[src/rtl/eth_ipv4_tcp_dut.sv]
// Ethernet/IPv4/TCP receive parser: checks and strips the 26-byte header, publishes source fields, forwards payload.
// Optional macro ADDR_FILTER_EN: also require dst MAC (or broadcast), dst IP and dst TCP port to match.
`timescale 1ns/1ps
module eth_ipv4_tcp_dut #(
    parameter int          DATA_WIDTH = 8,
    parameter logic [47:0] LOCAL_MAC  = 48'h02_00_00_00_00_02,
    parameter logic [31:0] LOCAL_IP   = 32'hC0A80002,
    parameter logic [15:0] LOCAL_PORT = 16'd443
) (
    input  logic                  clk,
    input  logic                  rst,
    input  logic [DATA_WIDTH-1:0] s_axis_tdata,
    input  logic                  s_axis_tkeep,
    input  logic                  s_axis_tvalid,
    input  logic                  s_axis_tlast,
    output logic                  s_axis_tready,
    output logic [DATA_WIDTH-1:0] m_axis_tdata,
    output logic                  m_axis_tkeep,
    output logic                  m_axis_tvalid,
    output logic                  m_axis_tlast,
    input  logic                  m_axis_tready,
    output logic                  hdr_valid,
    output logic [47:0]           hdr_eth_src,
    output logic [31:0]           hdr_ip_src,
    output logic [15:0]           hdr_src_port,
    output logic [15:0]           drop_cnt
);

    typedef enum logic [1:0] {HDR, PAYLOAD, DROP} state_t;

    state_t                  state;
    logic [4:0]              byte_cnt;
    logic                    bad;
    logic                    run;
    logic [47:0]             eth_src_sr;
    logic [31:0]             ip_src_sr;
    logic [15:0]             src_port_sr;
    logic [DATA_WIDTH-1:0]   pay_data_p1;
    logic                    pay_last_p1;
    logic                    vld_p1;
    logic                    beat;
    logic                    last_hdr_byte;
    logic                    etype_bad;
    logic                    addr_bad;
    logic                    bad_now;
    logic                    unused_tkeep;

    function automatic logic [15:0] sat_inc(input logic [15:0] v);
        return (v == 16'hFFFF) ? v : v + 16'd1;
    endfunction

    assign unused_tkeep  = s_axis_tkeep;
    // run holds ready low during and for one cycle after reset
    assign s_axis_tready = run && ((state != PAYLOAD) || !vld_p1 || m_axis_tready);
    assign beat          = s_axis_tvalid && s_axis_tready;
    assign last_hdr_byte = (byte_cnt == 5'd25);

    assign m_axis_tdata  = pay_data_p1;
    assign m_axis_tlast  = pay_last_p1;
    assign m_axis_tvalid = vld_p1;
    assign m_axis_tkeep  = vld_p1;

    always_comb begin
        etype_bad = 1'b0;
        case (byte_cnt)
            5'd12:   etype_bad = (s_axis_tdata != 8'h08);
            5'd13:   etype_bad = (s_axis_tdata != 8'h00);
            default: etype_bad = 1'b0;
        endcase
    end

`ifdef ADDR_FILTER_EN
    logic [47:0] eth_dst_sr;
    logic [31:0] ip_dst_sr;
    logic [7:0]  tcp_dst_hi;

    always_ff @(posedge clk) begin
        if (state == HDR && beat) begin
            if (byte_cnt < 5'd6)
                eth_dst_sr <= {eth_dst_sr[39:0], s_axis_tdata};
            if (byte_cnt >= 5'd18 && byte_cnt <= 5'd21)
                ip_dst_sr <= {ip_dst_sr[23:0], s_axis_tdata};
            if (byte_cnt == 5'd24)
                tcp_dst_hi <= s_axis_tdata;
        end
    end

    // Evaluated only on byte 25, which supplies the low byte of the destination port
    assign addr_bad = ((eth_dst_sr != LOCAL_MAC) && (eth_dst_sr != 48'hFFFF_FFFF_FFFF))
                   || (ip_dst_sr != LOCAL_IP)
                   || ({tcp_dst_hi, s_axis_tdata} != LOCAL_PORT);
`else
    assign addr_bad = 1'b0;
`endif

    assign bad_now = bad || etype_bad || (last_hdr_byte && addr_bad);

    always_ff @(posedge clk) begin
        if (state == HDR && beat) begin
            if (byte_cnt >= 5'd6 && byte_cnt <= 5'd11)
                eth_src_sr <= {eth_src_sr[39:0], s_axis_tdata};
            if (byte_cnt >= 5'd14 && byte_cnt <= 5'd17)
                ip_src_sr <= {ip_src_sr[23:0], s_axis_tdata};
            if (byte_cnt == 5'd22 || byte_cnt == 5'd23)
                src_port_sr <= {src_port_sr[7:0], s_axis_tdata};
        end
    end

    always_ff @(posedge clk or posedge rst) begin
        if (rst) begin
            state        <= HDR;
            byte_cnt     <= 5'd0;
            bad          <= 1'b0;
            run          <= 1'b0;
            vld_p1       <= 1'b0;
            pay_data_p1  <= '0;
            pay_last_p1  <= 1'b0;
            hdr_valid    <= 1'b0;
            hdr_eth_src  <= 48'd0;
            hdr_ip_src   <= 32'd0;
            hdr_src_port <= 16'd0;
            drop_cnt     <= 16'd0;
        end else begin
            run       <= 1'b1;
            hdr_valid <= 1'b0;
            if (vld_p1 && m_axis_tready)
                vld_p1 <= 1'b0;
            case (state)
                HDR: begin
                    if (beat) begin
                        if (s_axis_tlast || last_hdr_byte) begin
                            byte_cnt <= 5'd0;
                            bad      <= 1'b0;
                        end else begin
                            byte_cnt <= byte_cnt + 5'd1;
                            bad      <= bad_now;
                        end
                        if (last_hdr_byte && !bad_now) begin
                            hdr_valid    <= 1'b1;
                            hdr_eth_src  <= eth_src_sr;
                            hdr_ip_src   <= ip_src_sr;
                            hdr_src_port <= src_port_sr;
                            if (!s_axis_tlast)
                                state <= PAYLOAD;
                        end else if (s_axis_tlast) begin
                            drop_cnt <= sat_inc(drop_cnt);
                        end else if (last_hdr_byte) begin
                            state <= DROP;
                        end
                    end
                end
                // ---- payload output register stage (p1) ----
                PAYLOAD: begin
                    if (beat) begin
                        vld_p1      <= 1'b1;
                        pay_data_p1 <= s_axis_tdata;
                        pay_last_p1 <= s_axis_tlast;
                        if (s_axis_tlast)
                            state <= HDR;
                    end
                end
                DROP: begin
                    if (beat && s_axis_tlast) begin
                        drop_cnt <= sat_inc(drop_cnt);
                        state    <= HDR;
                    end
                end
                default: state <= HDR;
            endcase
        end
    end

endmodule

[config.mk]
export PLATFORM = sky130hd
export DESIGN_NAME = eth_ipv4_tcp_dut
export DESIGN_NICKNAME = d
export VERILOG_FILES = /design/src/rtl/eth_ipv4_tcp_dut.sv
export SDC_FILE = /design/constraint.sdc
export NUM_CORES = 1
export LEC_CHECK = 0
export CORE_MARGIN = 4
export CORE_UTILIZATION = 45
export DETAILED_ROUTE_END_ITERATION = 10
export PLACE_DENSITY = 0.69
export SYNTH_ARGS = -nofsm -noshare
export SYNTH_HDL_FRONTEND = slang
export SYNTH_SLANG_ARGS = --single-unit
[constraint.sdc]
create_clock -name clk -period 5.3 [get_ports clk]
set_input_delay 0.53 -clock clk [delete_from_list [all_inputs] [get_ports clk]]
set_output_delay 0.53 -clock clk [all_outputs]
set_load 0.01 [all_outputs]
==> metrics.md, run 1 <==
| Metric | Value |
|---|---|
| Syn Area/Cell | 17.7 um2 |
| Setup TNS | 0 ns |
| CTS H-tree depth | 1 |
| Total grt overflow | 0 |
| Clock Latency Late Sink | 0.50 ns |
| Ys Warns | 0 |
| Top post-synthesis cells by area | dfrtp_1 (39%), edfxtp_1 (34%), mux2_2 (10%), mux2_4 (5.1%), xor2_1 (1.2%) |
| Final Hold Slack | 0.433 ns |
| Io pins | 139 |
| Setup Buffers After CTS | 0 |
| Met2 wire len | 7850 um |
| Cell area after synthesis | 0.00846 mm2 |
| DR vias/cell | 5.16 |
| Maximum vdd drop | 0.000240 V |
| Port Buffers | 137 |
| Final ANT Viol Nets | 0 |
| Share of cells above drive strength 1 | 0.251 |
| Tot Pwr | 0.00426 W |
| Clock Sink Count | 228 |
| Placed Instance Area | 0.0101 mm2 |
| Synth Flop Type | dfrtp_1 |
| Top cell type's share of synthesized area | 0.391 |
| GRT Util Overall | 0.152 |
| DRT Pass-1 Iters | 4 |
| Final Critical Period | 2.64 ns |
| Register area share after synthesis | 0.731 |
| First-pass GRT wire length | 26,500 um |
| Post-route clock period utilization | 0.499 |
| Most frequent cell after synthesis | dfrtp_1 |
| Post-Synthesis Cells | 477 |
| Status | finished, final reports clean |
| Post-route cell area | 0.0109 mm2 |
| Non-filler cells, final | 875 |
| Worst EP required | 5.68 ns |
| Setup violators final | 0 |
| Setup Crit Path Kind | reg -> reg |
| Largest net degree at the start of global routing | 91 |
| Arr. time, crit path | 3.02 ns |
| CTS resizes | 0 |
| Startpoint Class | flip-flop |
| Drt total wl | 16,200 um |
| Area of the multi-input gates | 0.00216 mm2 |
| Post-synth cell types | 44 |
| Synthesized Nets | 496 |
| Die Area | 0.0211 mm2 |
| Top routing layer used | met4 |
| Final #Nets | 647 |
| Hold Path Class | reg -> reg |
| Slew Limit Fails | 0 |
| Initial Util | 0.465 |
| M1 WL | 7240 um |
| Die H | 145 um |
| Core area | 0.0182 mm2 |
| Worst Setup End Kind | flip-flop |
| Max transition margin | 0.252 |
| DRC errors left | 0 |
| Num CTS Buffers | 24 |
| CP Max Fanout | 38 |
| P_leak | 4.68 nW |
| Clock buffer depth | 3 |
| Post-synth EDFFs | 96 |
| Wire per inst | 18.5 um |
| Register Area | 0.00619 mm2 |
| Vias in the first global route | 4,834 |
| Final-report hold violation count | 0 |
| Area leader, netlist | dfrtp_1 |
| Initial antenna violation count | 0 |
| Async set-reset flop share out of synthesis | 0.579 |
| Clk slew on worst S/H paths | 0.06 ns |
| CTS tree | done |
| Antenna diodes | 0 |
| PwrDens | 393 mW/mm2 |
| Worst Max-Slew Pin Slew | 1.12 ns |
| Fillers | 1,345 |
| Area growth, synth to finish | 28.4% |
| RSZ-0062 raised after global routing | false |
| Die Width | 145 um |
| Routed length on met3 | 721 um |
| Max Cap Viol | 0 |
| Inst Count DP | 830 |
| Max Freq | 378 MHz |
| Vias | 4,516 |
| Post-detail-place hpwl | 10,600 um |
| Clock skew | 0.0118 ns |
| CTS Hold Bufs | 0 |
| Synth top cells by count | dfrtp_1 (132), edfxtp_1 (96), mux2_2 (77), mux2_4 (29), xor2_1 (12) |
| Clock Root Buffer | clkbuf_16 |
| Gp weighted congestion | 0.818 |
| Synth Register Bits | 228 |
| 1st-iter DRT viols | 147 |
| Rows | 49 |
[logic make-up (layout without fill, tap and decap cells)]
logic type	count (synthesis)	count (layout)	share of synthesized area
fa+ha+maj	5	5	0.00740
simple gates	62	62	0.0460
xor+xnor	15	15	0.0155
buf+inv	26	195	0.0172
mux	107	107	0.155
flops	228	228	0.731
compound gates	33	33	0.0269
other cells	1	1	0.000443
[layout by cell type, fill, tap and decap left out, drive strengths merged, types with 7 or more instances in the layout]
cell / instances
a2111oi: 7
clkbuf: 35
clkdlybuf4s50: 137
clkinv: 10
dfrtp: 132
edfxtp: 96
inv: 7
mux2: 106
nand2: 11
nand3: 9
nor2: 8
nor3: 7
xor2: 12
[sequential cells by signal (all words and copies together), names as in the netlist]
name	count
hdr_src_port	16
src_port_sr	16
eth_src_sr	48
m_axis_tkeep	1
hdr_valid	1
hdr_eth_src	48
ip_src_sr	32
m_axis_tdata	8
run	1
hdr_ip_src	32
byte_cnt	5
m_axis_tlast	1
state	2
bad	1
drop_cnt	16
[worst paths after layout]
path                       slack (ns)  cells past startpoint               to           start
max in group asynchronous        3.64                      3   hdr_ip_src[28]             rst
hold / removal                   0.43                      0   eth_src_sr[28]  eth_src_sr[20]
hold reg to reg                  0.43                      0   eth_src_sr[28]  eth_src_sr[20]
min in group asynchronous        0.59                      2  hdr_src_port[9]             rst
setup / recovery                 2.66                      7    hdr_ip_src[4]     byte_cnt[1]
setup reg to reg                 2.66                      7    hdr_ip_src[4]     byte_cnt[1]
[layer usage]
metal,GRT usage,vias up
met2,0.254,121
met4,0.0480,0
met1,0.203,2293
met5,0,-
met3,0.0312,25
li1,-,2077
[area by class of cell]
class                           count  share of cell area
Clock buffer                       34              0.0672
Clock inverter                     10             0.00449
Inverter                            7             0.00288
Multi-Input combinational cell    223               0.198
Sequential cell                   228               0.570
Tap cell                          229              0.0264
Timing Repair Buffer              144               0.131
[stage by stage]
stage	setup slack [ns]	utilization
floorplan	1.24	-
CTS	2.64	0.596
detailed placement	2.18	0.553
finish	2.66	0.597
global route	2.44	0.597
global placement	2.22	0.553
[critical path: stages, from the launching register on]
cell and delay, ns:
dfrtp_1 0.45, inv_1 0.14, ha_1 0.26, nand4b_1 0.25
nor4_4 0.28, nand2_4 0.32, buf_4 0.43, mux2_4 0.36
[report_power, final]
group	leakage, nW	switching (W)	internal (W)
clock network	0.398	0.000646	0.000955
logic	1.60	0.000231	0.000296
registers	2.69	0.000122	0.00202
total	4.68	0.000998	0.00327
Power figures use the tool's default switching activity.
==> inputs of run 2 (changes only) <==
PLACE_DENSITY = 0.72   (was 0.69)
clock period = 2.2 ns   (was 5.3 ns; I/O delays follow)
==> run 2 against run 1 <==
Net effect:
- sequential share of layout area is 0.59 points lower
- die area unchanged
- final area is 1.1% higher
- final cell count rose by 1.0%
- first-iteration DRC count increased by 28%
- via count rose by 0.97%
- sequential power grew 140%
- wire length shrank 1.2%
- critical path depth fell by 4
- sequential cell count unchanged
- critical endpoint is now s_axis_tready
- highest routed layer unchanged
==> metrics.md, run 2 (synthesis results as in run 1) <==
| Metric | Value |
|---|---|
| Final-report hold violation count | 0 (unchanged) |
| Sequential share of power | 0.504 (was 0.501) |
| Gp weighted congestion | 0.847 (was 0.818) |
| Largest net degree at the start of global routing | 106 (was 91) |
| Critical path's top delay family | buffers and inverters (was simple AND/OR/NAND/NOR gates) |
| Clock Root Buffer | clkbuf_16 (unchanged) |
| DRC errors left | 0 (unchanged) |
| Drt total wl | 16,000 um (was 16,200 um) |
| Core area | 0.0182 mm2 (unchanged) |
| Clock Latency Late Sink | 0.48 ns (was 0.50 ns) |
| Wire per inst | 18.1 um (was 18.5 um) |
| Clock skew | 0.00775 ns (was 0.0118 ns) |
| Commonest non-fill, non-tap cell in the layout | clkdlybuf4s50_1 (unchanged) |
| Num CTS Buffers | 23 (was 24) |
| Clock buffer depth | 3 (unchanged) |
| Share of cells above drive strength 1 | 0.260 (was 0.251) |
| DR vias/cell | 5.16 (about the same) |
| CP Max Fanout | 8 (was 38) |
| Slowest Stage Delay on Critical Path | 0.55 ns (was 0.45 ns) |
| Sw power | 0.00234 W (was 0.000998 W) |
| Most frequent cells in the layout | clkdlybuf4s50_1 (137), dfrtp_1 (129), edfxtp_1 (96) (was clkdlybuf4s50_1 (137), dfrtp_1 (132), edfxtp_1 (96)) |
| Die Area | 0.0211 mm2 (unchanged) |
| First-pass GRT wire length | 26,400 um (was 26,500 um) |
| Post-route clock period utilization | 0.946 |
| Rows | 49 (unchanged) |
| Clock power frac | 0.363 (was 0.375) |
| 1st-iter DRT viols | 188 (was 147) |
| Worst Setup End Kind | output pin (was flip-flop) |
| Post-detail-place hpwl | 10,700 um (was 10,600 um) |
| Min setup slack post-route | 0.118 ns (was 2.66 ns) |
| Final #Nets | 660 (was 647) |
| Vias in the first global route | 4,862 (was 4,834) |
| Setup Crit Path Kind | reg -> out (was reg -> reg) |
| Setup WS pre-CTS | 0.0732 ns (was 2.18 ns) |
| RSZ-0062 raised after global routing | false (unchanged) |
| Port Buffers | 137 (unchanged) |
| GRT Util Overall | 0.151 (was 0.152) |
| Max Freq | 480 MHz |
| Worst Max-Slew Pin Slew | 0.595 ns (was 1.12 ns) |
| P_leak | 4.72 nW (was 4.68 nW) |
| CTS H-tree depth | 1 (unchanged) |
| PwrDens | 927 mW/mm2 (was 393 mW/mm2) |
| Hold Path Class | in -> async (was reg -> reg) |
| Die Width | 145 um (unchanged) |
| Setup violators final | 0 (unchanged) |
| Internal | 0.00784 W (was 0.00327 W) |
| Top Registers | eth_src_sr (48), hdr_eth_src (48) (unchanged) |
| Crit-path cells | and4bb_4 -> nor2b_1 -> clkdlybuf4s50_1 (was inv_1 -> ha_1 -> nand4b_1 -> nor4_4 -> nand2_4 -> buf_4 -> mux2_4) |
| Final Hold Slack | 0.220 ns (was 0.433 ns) |
| Fillers | 1,335 (was 1,345) |
| DRT Pass-1 Iters | 4 (unchanged) |
| Maximum vdd drop | 0.000564 V (was 0.000240 V) |
| Antenna diodes | 0 (unchanged) |
| Clk slew on worst S/H paths | 0.06 ns (about the same) |
| CP bufs+invs | 1 (was 2) |
| Max Cap Viol | 0 (unchanged) |
| Slowest-stage cell, CP | clkdlybuf4s50_1 (was dfrtp_1) |
| Arr. time, crit path | 1.86 ns (was 3.02 ns) |
| Startpoint Class | flip-flop (unchanged) |
| Initial antenna violation count | 0 (unchanged) |
| Initial Util | 0.465 (unchanged) |
| Io pins | 139 (unchanged) |
| Final Util | 0.603 (was 0.597) |
| Final ANT Viol Nets | 0 (unchanged) |
| Worst EP required | 1.98 ns (was 5.68 ns) |
| Die H | 145 um (unchanged) |
| CTS tree | done (unchanged) |
| Comb power frac | 0.133 (was 0.123) |
| Max transition margin | 0.604 (was 0.252) |
| Area growth, synth to finish | 29.9% (was 28.4%) |
| Switch share | 0.230 (was 0.234) |
| Setup Buffers After CTS | 0 (unchanged) |
| Slew Limit Fails | 0 (unchanged) |
| Final Critical Period | 2.08 ns |
| Total grt overflow | 0 (unchanged) |
| Vias | 4,560 (was 4,516) |
| Status | finished, final reports clean (unchanged) |
| Clock Sink Count | 228 (unchanged) |
| Setup TNS | 0 ns (unchanged) |
-- run 2: changes by cell type in the layout (fill, tap and decap cells not counted), sizes merged --
cell and delta:
buf +15, clkinv -7, bufinv +2, clkbuf -2
clkinvlp +1
-- run 2: power by group through the flow --
stage          registers (W)  clock network, W  logic, W
6_report             0.00513           0.00369   0.00136
5_1_grt              0.00519           0.00399   0.00147
4_1_cts              0.00513           0.00380   0.00138
3_5_place_dp         0.00521                 0   0.00137
3_3_place_gp         0.00518                 0   0.00133
2_1_floorplan        0.00525                 0  0.000563
-- run 2: what timing repair did --
item / in CTS / in global routing
endpoints found under the setup margin: 0 / 24
gates resized for setup: 0 / 7
endpoints found under the hold margin: 0 / 0
hold buffers: 0 / 0
-- run 2: stage by stage --
| stage | total power, W | instance area [um2] | cells |
|---|---|---|---|
| floorplan | 0.00581 | 8470 | 477 |
| global placement | 0.00652 | 10200 | 845 |
| detailed placement | 0.00658 | 10200 | 845 |
| CTS | 0.0103 | 11000 | 884 |
| global route | 0.0106 | 11000 | 884 |
| finish | 0.0102 | 11000 | 884 |
-- run 2: worst paths after layout --
| check | start | to | slack (ns) | depth (start not counted) |
|---|---|---|---|---|
| worst max-delay path | state[0] | s_axis_tready | 0.12 | 3 |
| worst min-delay path | rst | drop_cnt[12] | 0.22 | 3 |
| worst max register to register | byte_cnt[1] | hdr_eth_src[44] | 0.16 | 7 |
| worst min register to register | eth_src_sr[25] | eth_src_sr[33] | 0.44 | 0 |
| max in group asynchronous | rst | hdr_ip_src[12] | 1.49 | 3 |
| min in group clk | m_axis_tready | m_axis_tkeep | 0.33 | 3 |
-- run 2: routing by layer --
metal / GRT usage / part of all wire
met3: 0.0362 / 0.056
met2: 0.256 / 0.50
met4: 0.0347 / 0.016
met1: 0.201 / 0.43
met5: 0 / 0
-- run 2: area by class of cell --
type                    count  area, um2  share of cell area
multi-input cells         223       2170               0.197
clock buffers              33        633              0.0576
repair buffers            158       1600               0.145
well taps                 229        287              0.0261
clock inverters             6       80.1             0.00729
inverters                   7       30.0             0.00273
flip-flops and latches    228       6190               0.564
-- run 2: tightest hold or removal path: cells and delay by family --
kind,cells,cell delay [ns]
buf+inv,3,0.88
==> inputs of run 3 (changes only) <==
CORE_UTILIZATION = 48   (was 45)
PLACE_DENSITY = 0.76   (was 0.72)
==> run 3 against run 2 <==
Net effect:
- clock power grew 9.8%
- combinational power is essentially flat
- clock skew grew 0.0094 ns
- final area grew 1.2%
- highest routed layer unchanged
- setup slack lost 0.040 ns
- worst hold slack gained 0.13 ns
- clock-buffer cell count shrank 5
- sequential cell count is the same
- final cell count grew 0.57%
- wire length grew 2.9%
- global-route usage grew 1.6 points
==> metrics.md, run 3 (synthesis results as in run 1) <==
| Metric | Value |
|---|---|
| Final #Nets | 665 (was 660) |
| Io pins | 139 (unchanged) |
| Tot Pwr | 0.0105 W (was 0.0102 W) |
| Most frequent cells in the layout | clkdlybuf4s50_1 (137), dfrtp_1 (130), edfxtp_1 (96) (was clkdlybuf4s50_1 (137), dfrtp_1 (129), edfxtp_1 (96)) |
| Clock skew | 0.0171 ns (was 0.00775 ns) |
| Die Width | 141 um (was 145 um) |
| Final Critical Period | 2.12 ns (was 2.08 ns) |
| Die H | 141 um (was 145 um) |
| Arr. time, crit path | 1.90 ns (was 1.86 ns) |
| GRT Util Overall | 0.167 (was 0.151) |
| Hold Path Class | in -> reg (was in -> async) |
| Startpoint Class | flip-flop (unchanged) |
| Final Util | 0.642 (was 0.603) |
| Drt total wl | 16,400 um (was 16,000 um) |
| Final ANT Viol Nets | 0 (unchanged) |
| Setup violators final | 0 (unchanged) |
| DRT Pass-1 Iters | 4 (unchanged) |
| Wire per inst | 18.5 um (was 18.1 um) |
| CP bufs+invs | 1 (unchanged) |
| Clock Root Buffer | clkbuf_16 (unchanged) |
| Critical path's top delay family | buffers and inverters (unchanged) |
| Post-route cell area | 0.0111 mm2 (was 0.0110 mm2) |
| Die Area | 0.0198 mm2 (was 0.0211 mm2) |
| Status | finished, final reports clean (unchanged) |
| Rows | 48 (was 49) |
| Crit-path cells | and4bb_4 -> nor2b_1 -> clkdlybuf4s50_1 (unchanged) |
| Share of cells above drive strength 1 | 0.271 (was 0.260) |
| Maximum vdd drop | 0.000785 V (was 0.000564 V) |
| Max transition margin | 0.626 (was 0.604) |
| CTS tree | done (unchanged) |
| Post-detail-place hpwl | 10,900 um (was 10,700 um) |
| Setup TNS | 0 ns (unchanged) |
| Vias in the first global route | 5,002 (was 4,862) |
| Worst EP required | 1.98 ns (about the same) |
| Slowest Stage Delay on Critical Path | 0.55 ns (about the same) |
| Clock Latency Late Sink | 0.51 ns (was 0.48 ns) |
| Largest net degree at the start of global routing | 78 (was 106) |
| Sequential share of power | 0.487 (was 0.504) |
| Gp weighted congestion | 0.788 (was 0.847) |
| RSZ-0062 raised after global routing | true (was false) |
| Core area | 0.0173 mm2 (was 0.0182 mm2) |
| PwrDens | 949 mW/mm2 (was 927 mW/mm2) |
| Clock power frac | 0.384 (was 0.363) |
| Slowest-stage cell, CP | clkdlybuf4s50_1 (unchanged) |
| Fillers | 1,244 (was 1,335) |
| Max Freq | 471 MHz (was 480 MHz) |
| Clock buffer depth | 3 (unchanged) |
| CP Max Fanout | 8 (unchanged) |
| CTS H-tree depth | 1 (unchanged) |
| Top Registers | eth_src_sr (48), hdr_eth_src (48) (unchanged) |
| Clk slew on worst S/H paths | 0.06 ns (about the same) |
| Num CTS Buffers | 24 (was 23) |
| Slew Limit Fails | 0 (unchanged) |
| Internal | 0.00808 W (was 0.00784 W) |
| Clock Sink Count | 228 (unchanged) |
| Vias | 4,553 (was 4,560) |
| Post-route clock period utilization | 0.964 (was 0.946) |
| First-pass GRT wire length | 26,800 um (was 26,400 um) |
| Placed Instance Area | 0.0103 mm2 (was 0.0102 mm2) |
| Initial antenna violation count | 0 (unchanged) |
| Port Buffers | 137 (unchanged) |
| Worst Setup End Kind | output pin (unchanged) |
| P_leak | 4.80 nW (was 4.72 nW) |
| Area growth, synth to finish | 31.4% (was 29.9%) |
| DRC errors left | 0 (unchanged) |
| Switch share | 0.234 (was 0.230) |
| DR vias/cell | 5.12 (was 5.16) |
| Final-report hold violation count | 0 (unchanged) |
| Comb power frac | 0.129 (was 0.133) |
| Total grt overflow | 0 (unchanged) |
| 1st-iter DRT viols | 172 (was 188) |
| Antenna diodes | 0 (unchanged) |
| Setup Crit Path Kind | reg -> out (unchanged) |
| Worst Max-Slew Pin Slew | 0.559 ns (was 0.595 ns) |
| Initial Util | 0.489 (was 0.465) |
| Final Hold Slack | 0.345 ns (was 0.220 ns) |
| Max Cap Viol | 0 (unchanged) |
| Commonest non-fill, non-tap cell in the layout | clkdlybuf4s50_1 (unchanged) |
| Sw power | 0.00246 W (was 0.00234 W) |
-- run 3: changes by cell type in the layout (fill, tap and decap cells not counted), sizes merged --
cell         before  now
buf              21   24
bufinv            2    3
clkbuf           33   28
clkinv            3   11
clkinvlp          1    2
dlygate4sd3       0    1
-- run 3: final cells by class --
type | instances | area (um2) | area share
Clock buffer | 28 | 646 | 0.0581
Inverter | 7 | 30.0 | 0.00270
Tap cell | 225 | 282 | 0.0253
Multi-Input combinational cell | 223 | 2160 | 0.194
Sequential cell | 228 | 6190 | 0.557
Timing Repair Buffer | 162 | 1640 | 0.147
Clock inverter | 16 | 168 | 0.0151
-- run 3: what timing repair did --
action,4_1_cts,5_1_grt
endpoints found under the hold margin,1,0
hold buffers,1,0
setup endpoints to repair,0,69
buffers inserted,0,0
resized for setup,0,5
-- run 3: worst paths after layout --
| kind | from | endpoint | slack (ns) | cells past startpoint |
|---|---|---|---|---|
| setup / recovery | state[0] | s_axis_tready | 0.08 | 3 |
| hold / removal | m_axis_tready | m_axis_tkeep | 0.35 | 3 |
| setup reg to reg | byte_cnt[1] | hdr_src_port[11] | 0.08 | 7 |
| hold reg to reg | eth_src_sr[28] | eth_src_sr[36] | 0.44 | 0 |
| max in group asynchronous | rst | hdr_ip_src[25] | 1.05 | 4 |
| min in group asynchronous | rst | hdr_eth_src[0] | 0.51 | 3 |
-- run 3: power by group through the flow --
| stage | Sequential [W] | Combinational [W] | Clock [W] |
|---|---|---|---|
| 6_report | 0.00513 | 0.00136 | 0.00405 |
| 5_1_grt | 0.00518 | 0.00147 | 0.00436 |
| 4_1_cts | 0.00513 | 0.00139 | 0.00417 |
| 3_5_place_dp | 0.00521 | 0.00138 | 0 |
| 3_3_place_gp | 0.00518 | 0.00134 | 0 |
| 2_1_floorplan | 0.00525 | 0.000563 | 0 |
-- run 3: stage by stage --
| step | std cells | worst slack (ns) |
|---|---|---|
| final | 889 | 0.0786 |
| after global routing | 889 | -0.00483 |
| after CTS | 889 | 0.0183 |
| after detailed placement | 844 | 0.0721 |
| after global placement | 844 | 0.0998 |
| after floorplan | 477 | -0.0422 |
-- run 3: layer usage --
layer  vias to the layer above  track usage  wire length [um]
li1                       2114            -                 -
met1                      2288        0.217              6930
met2                       131        0.284              8240
met3                        20       0.0390               968
met4                         0       0.0484               308
met5                         -            0                 0
-- run 3: worst register-to-register path, cell delays in order (launching register included) --
cell and delay, ns:
dfrtp_1 0.37, inv_1 0.11, ha_2 0.24, nand4b_1 0.25
nor4_4 0.29, nand2_4 0.11, buf_12 0.21, mux2_4 0.41
